`src/rtl/div_unit.sv`:
```
// div_unit: multicycle signed divider for the DIV instruction.
// Restoring division runs on operand magnitudes, one quotient bit per
// cycle, and a final cycle applies the sign fix-up. The quotient truncates
// toward zero and the remainder takes the sign of the dividend.
module div_unit #(
    parameter int WIDTH = 32
) (
    input  logic             clk,
    input  logic             reset,       // synchronous, active-low
    input  logic             divControl,
    input  logic [WIDTH-1:0] divA,
    input  logic [WIDTH-1:0] divB,
    output logic [WIDTH-1:0] divHI,
    output logic [WIDTH-1:0] divLO,
    output logic             divBusy,
    output logic             divDone,
    output logic             zeroDiv
);

    localparam int CW = (WIDTH > 1) ? $clog2(WIDTH) : 1;
    localparam logic [CW-1:0] LAST_ITER = CW'(WIDTH - 1);

    typedef enum logic [1:0] {
        S_IDLE,
        S_RUN,
        S_FIX
    } state_t;

    state_t           r_state;
    logic [CW-1:0]    r_cnt;
    logic [WIDTH:0]   r_rem;      // one spare bit holds the shifted-out MSB
    logic [WIDTH-1:0] r_quo;
    logic [WIDTH-1:0] r_dvs;
    logic             r_qneg;
    logic             r_rneg;
    logic [WIDTH-1:0] r_hi;
    logic [WIDTH-1:0] r_lo;
    logic             r_busy;
    logic             r_done;
    logic             r_zero;

    logic [WIDTH-1:0] w_abs_a;
    logic [WIDTH-1:0] w_abs_b;
    logic [WIDTH:0]   w_shift_rem;
    logic [WIDTH+1:0] w_trial;
    logic             w_trial_ok;

    // Magnitudes are unsigned, so |most-negative| stays representable.
    assign w_abs_a = divA[WIDTH-1] ? -divA : divA;
    assign w_abs_b = divB[WIDTH-1] ? -divB : divB;

    // One restoring step: shift {rem, quo} left and try to subtract.
    // The extra top bit of the trial is its sign.
    assign w_shift_rem = {r_rem[WIDTH-1:0], r_quo[WIDTH-1]};
    assign w_trial     = {1'b0, w_shift_rem} - {2'b00, r_dvs};
    assign w_trial_ok  = ~w_trial[WIDTH+1];

    // Control FSM, datapath registers and registered outputs.
    // NOTE: state is written with <= only, so every reader in this block
    // sees the value from before the edge regardless of statement order.
    always_ff @(posedge clk) begin
        if (!reset) begin
            r_state <= S_IDLE;
            r_cnt   <= '0;
            r_rem   <= '0;
            r_quo   <= '0;
            r_dvs   <= '0;
            r_qneg  <= 1'b0;
            r_rneg  <= 1'b0;
            r_hi    <= '0;
            r_lo    <= '0;
            r_busy  <= 1'b0;
            r_done  <= 1'b0;
            r_zero  <= 1'b0;
        end else begin
            r_done <= 1'b0;
            r_zero <= 1'b0;
            unique case (r_state)
                S_IDLE: begin
                    if (divControl) begin
                        if (divB == '0) begin
                            r_zero <= 1'b1;
                        end else begin
                            r_qneg  <= divA[WIDTH-1] ^ divB[WIDTH-1];
                            r_rneg  <= divA[WIDTH-1];
                            r_quo   <= w_abs_a;
                            r_dvs   <= w_abs_b;
                            r_rem   <= '0;
                            r_cnt   <= '0;
                            r_busy  <= 1'b1;
                            r_state <= S_RUN;
                        end
                    end
                end
                S_RUN: begin
                    if (w_trial_ok) begin
                        r_rem <= w_trial[WIDTH:0];
                    end else begin
                        r_rem <= w_shift_rem;
                    end
                    r_quo <= {r_quo[WIDTH-2:0], w_trial_ok};
                    r_cnt <= r_cnt + CW'(1);
                    if (r_cnt == LAST_ITER) begin
                        r_state <= S_FIX;
                    end
                end
                S_FIX: begin
                    r_lo    <= r_qneg ? -r_quo : r_quo;
                    r_hi    <= r_rneg ? -r_rem[WIDTH-1:0] : r_rem[WIDTH-1:0];
                    r_done  <= 1'b1;
                    r_busy  <= 1'b0;
                    r_state <= S_IDLE;
                end
                default: begin
                    r_state <= S_IDLE;
                    r_busy  <= 1'b0;
                end
            endcase
        end
    end

    assign divHI   = r_hi;
    assign divLO   = r_lo;
    assign divBusy = r_busy;
    assign divDone = r_done;
    assign zeroDiv = r_zero;

endmodule

```
`config.mk`:
```
export PLATFORM = sky130hd
export DESIGN_NAME = div_unit
export DESIGN_NICKNAME = d
export VERILOG_FILES = /design/src/rtl/div_unit.sv
export SDC_FILE = /design/constraint.sdc
export NUM_CORES = 1
export LEC_CHECK = 0
export CAP_MARGIN = 5
export CELL_PAD_IN_SITES_DETAIL_PLACEMENT = 1
export CELL_PAD_IN_SITES_GLOBAL_PLACEMENT = 2
export CORE_ASPECT_RATIO = 1.75
export CORE_UTILIZATION = 34
export CTS_BUF_LIST = sky130_fd_sc_hd__clkbuf_8
export CTS_CLUSTER_SIZE = 12
export DETAILED_ROUTE_END_ITERATION = 6
export PLACE_DENSITY = 0.84
export SYNTH_ARGS = -nofsm -noshare
export SYNTH_HDL_FRONTEND = slang
export SYNTH_SLANG_ARGS = --single-unit
```
`constraint.sdc`:
```
create_clock -name clk -period 3.3 [get_ports clk]
set_input_delay 0.825 -clock clk [delete_from_list [all_inputs] [get_ports clk]]
set_output_delay 0.825 -clock clk [all_outputs]
set_load 0.02 [all_outputs]
```
==> results.tsv <==
metric	value	unit
initial antenna violation count	0	
WP buf/inv	4	
Tcrit/Tclk final	94.4	%
sequential group share of total power	45.2	%
cell count of the worst reg-to-reg path	13	
r2r startpoint	r_dvs[1]	
Worst Tran Pin Value	1.04	ns
fin crit period	3.12	ns
worst slack at placement	-0.359	ns
CP top delay family	simple AND/OR/NAND/NOR gates	
Critical path origin	divA[1]	
multi-input logic area	6870	µm²
total internal power	3.37	mW
setup violators final	0	
CTS Buf Count	17	
Fillers	3863	
VDD IR max	0.294	mV
number of flops mapped to enable cells by yosys	0	
clock-pin transition on the worst setup and hold timing paths	0.09	ns
Post-synth ARST share	0	%
Vias/cell	5.48	
synth unique cells	64	
Setup crit end	r_quo[26]	
Top cell by count, worst path	buf_4	
max-cap violations	0	
worst hold stages	2	
CP Capture Type	flip-flop	
CP max-delay cell	or3b_2	
RSZ-0062 raised after global routing	false	
setup TNS	0	ns
core area	31400	µm²
antenna viol nets, final	0	
worst path cell trace	clkdlybuf4s50_1, inv_1, ha_1, or3b_2, nor4_2, buf_4, nand3_1, buf_4, o31ai_1, xor2_1, a211oi_1, a21oi_1, nor2_1	
I/O Pins	134	
# nets final	1702	
Seq/Total Area, Yosys	31.9	%
Clock Sink Count	172	
Primary FF master, synth	dfxtp_1	
Arr. time, crit path	3.49	ns
Clk Latency, worst-skew pair	0.51	ns
Initial Util	34.4	%
1st-iter DRT viols	373	
Worst Hold Launch	divLO[30]	
Placer Congestion	0.902	
Die X	137	µm
TritonCTS clock tree	done	
Congestion Overflow GR	0	
area of the die	32500	µm²
syn_area_per_cell	7.75	µm²
Slew HR	30.3	%
PwrDens	359	nW/µm²
Slew Limit Fails	0	
FP Rows	86	
switching power	1.60	mW
DRC errors left	0	
vias in the first global route	11500	
H-tree depth	4	
Setup Skew	0.0171	ns
leakage dissipation	5.36	nW
Crit path depth	13	
outcome	complete, no violations	
FF+latch area	3440	µm²
TritonRoute pass-1 iters	4	
Synth Cell Area	10800	µm²
IO Port Bufs	133	
drt wl/cell	18.7	µm
largest net degree at the start of global routing	79	
startpoint class of the critical path	primary input	
first-pass GRT wire length	59.9	mm
worst setup margin	0.184	ns
dpl hpwl	29.5	mm
Clock power frac	30.9	%
top achievable clock speed	0.321	GHz
Warnings, synthesis	0	
min-delay worst type	reg2reg	
Area Overhead vs Synth	28.5	%
layout cells sized above 1	13.1	%
RR Endpoint	r_rem[28]	
via count	11000	
Mapped Nets	1500	
Crit Path Max Fanout	3	
clk buf depth	2	
Vert. Die Dim	238	µm
flop2flop setup slack	0.23	ns
max incr delay on CP	0.49	ns
Cells after Synth	1394	
CP required	3.67	ns
Fin. Hold Viols	0	
Root Driver	clkbuf_8	
Switching Fraction	32.2	%
Total GRT Usage	24.1	%
Comb pwr share	23.8	%
#FFs+latches synth	172	
Crit Path Class	in2reg	
Routed WL	37.4	mm
cell usage after synthesis (18+ instances only):
library cell,instances,area (µm²)
dfxtp_1,172,3440
a211oi_1,85,638
nor2_1,138,518
or4_1,18,135
nand2_1,166,623
xor2_1,107,937
nand4_1,32,200
o31ai_1,37,278
ha_1,38,475
o21ai_0,81,405
inv_1,49,184
o211ai_1,45,338
clkbuf_1,91,342
nand3_1,28,140
xnor2_1,34,298
a21oi_1,74,370
nor3_1,24,120
cell families after synthesis:
family,after synthesis,synth area share [%]
AOI/OAI and AO/OA,409,25.5
and+or+nand+nor,485,21.3
DFF,172,31.9
adders and majority gates,39,4.59
xor gates and xnor gates,141,11.4
buffers and inverters,145,5.04
muxes,3,0.278
layer usage:
metal | up-vias | global-route usage (%) | wire (µm)
met2 | 175 | 47.3 | 21100
met1 | 5301 | 22.6 | 13300
met3 | 82 | 3.07 | 720
met4 | 0 | 15.2 | 2320
li1 | 5427 | - | -
met5 | - | 0 | 0
cells in the final DEF (no fill, tap or decap), types with 4 or more instances in the layout:
cell type,netlist,layout
clkdlybuf4s50_1,0,133
clkinv_2,0,5
and3_1,8,8
nand4b_1,4,4
o211ai_1,45,45
o41ai_1,17,17
nand2b_1,9,9
nand4_1,32,32
or4_1,18,18
xnor2_1,34,34
o21ai_0,81,79
or4_4,4,4
a21oi_1,74,73
o21ai_1,7,8
xor2_1,107,107
nand2_1,166,166
nor4_1,9,8
or3_1,17,17
o31ai_1,37,36
a211oi_1,85,85
buf_4,0,141
nor2_1,138,136
o21a_1,6,6
a31oi_1,5,5
buf_12,0,5
nand3_1,28,28
dfxtp_1,172,171
a221o_1,4,4
or2_2,5,5
inv_1,49,50
nor2b_1,7,6
a21o_1,15,15
ha_1,38,37
clkbuf_8,0,19
nor3_1,24,23
state kept, by name (all words and copies together), names as in the netlist:
signal / count
divHI: 32
divBusy: 1
r_rem: 32
divDone: 1
r_cnt: 5
r_quo: 32
r_qneg: 1
r_rneg: 1
r_state: 2
r_dvs: 32
zeroDiv: 1
divLO: 32
timing repair:
item	CTS	global route
buffers inserted	0	1
gates resized for setup	0	9
endpoints found under the setup margin	0	33
hold buffers	0	0
power groups by stage:
stage | registers [mW] | clock network (mW) | logic [mW]
floorplan | 2.26 | 0 | 0.727
global placement | 2.30 | 0 | 1.16
detailed placement | 2.30 | 0 | 1.18
CTS | 2.25 | 1.59 | 1.19
global route | 2.26 | 1.66 | 1.31
finish | 2.25 | 1.54 | 1.19
how the worst min path moves through the flow:
| stage | slack [ns] | to |
|---|---|---|
| after floorplan | 0.44 | r_dvs[0] |
| after global placement | 0.44 | divLO[30] |
| after detailed placement | 0.44 | divLO[30] |
| after CTS | 0.46 | divLO[30] |
| after global routing | 0.48 | divLO[30] |
| final | 0.45 | divLO[30] |
layout make-up:
class,instances,area share (%)
timing repair buffer,279,17.9
sequential,172,24.8
clock buffer,19,1.89
tap,396,3.57
clock inverter,12,0.875
multi-input combinational,1077,49.5
inverter,49,1.33
antenna,1,0.0180
metrics by stage:
step,instances,hold WS (ns),total power [mW],util [%],instance area (µm²)
after floorplan,1394,0.440,2.99,-,10800
final,2005,0.454,4.97,44.2,13900
after CTS,2003,0.456,5.03,44.0,13800
after detailed placement,1972,0.443,3.48,42.8,13500
after global routing,2004,0.481,5.24,44.1,13900
after global placement,1972,0.438,3.46,42.8,13500
tightest hold or removal path: cells and delay by family, from the launching register on:
| kind | cells | cell delay [ns] |
|---|---|---|
| DFF | 1 | 0.32 |
| and+or+nand+nor | 1 | 0.05 |
| AOI/OAI and AO/OA | 1 | 0.05 |
No activity file was read; power rests on OpenSTA's default activity.
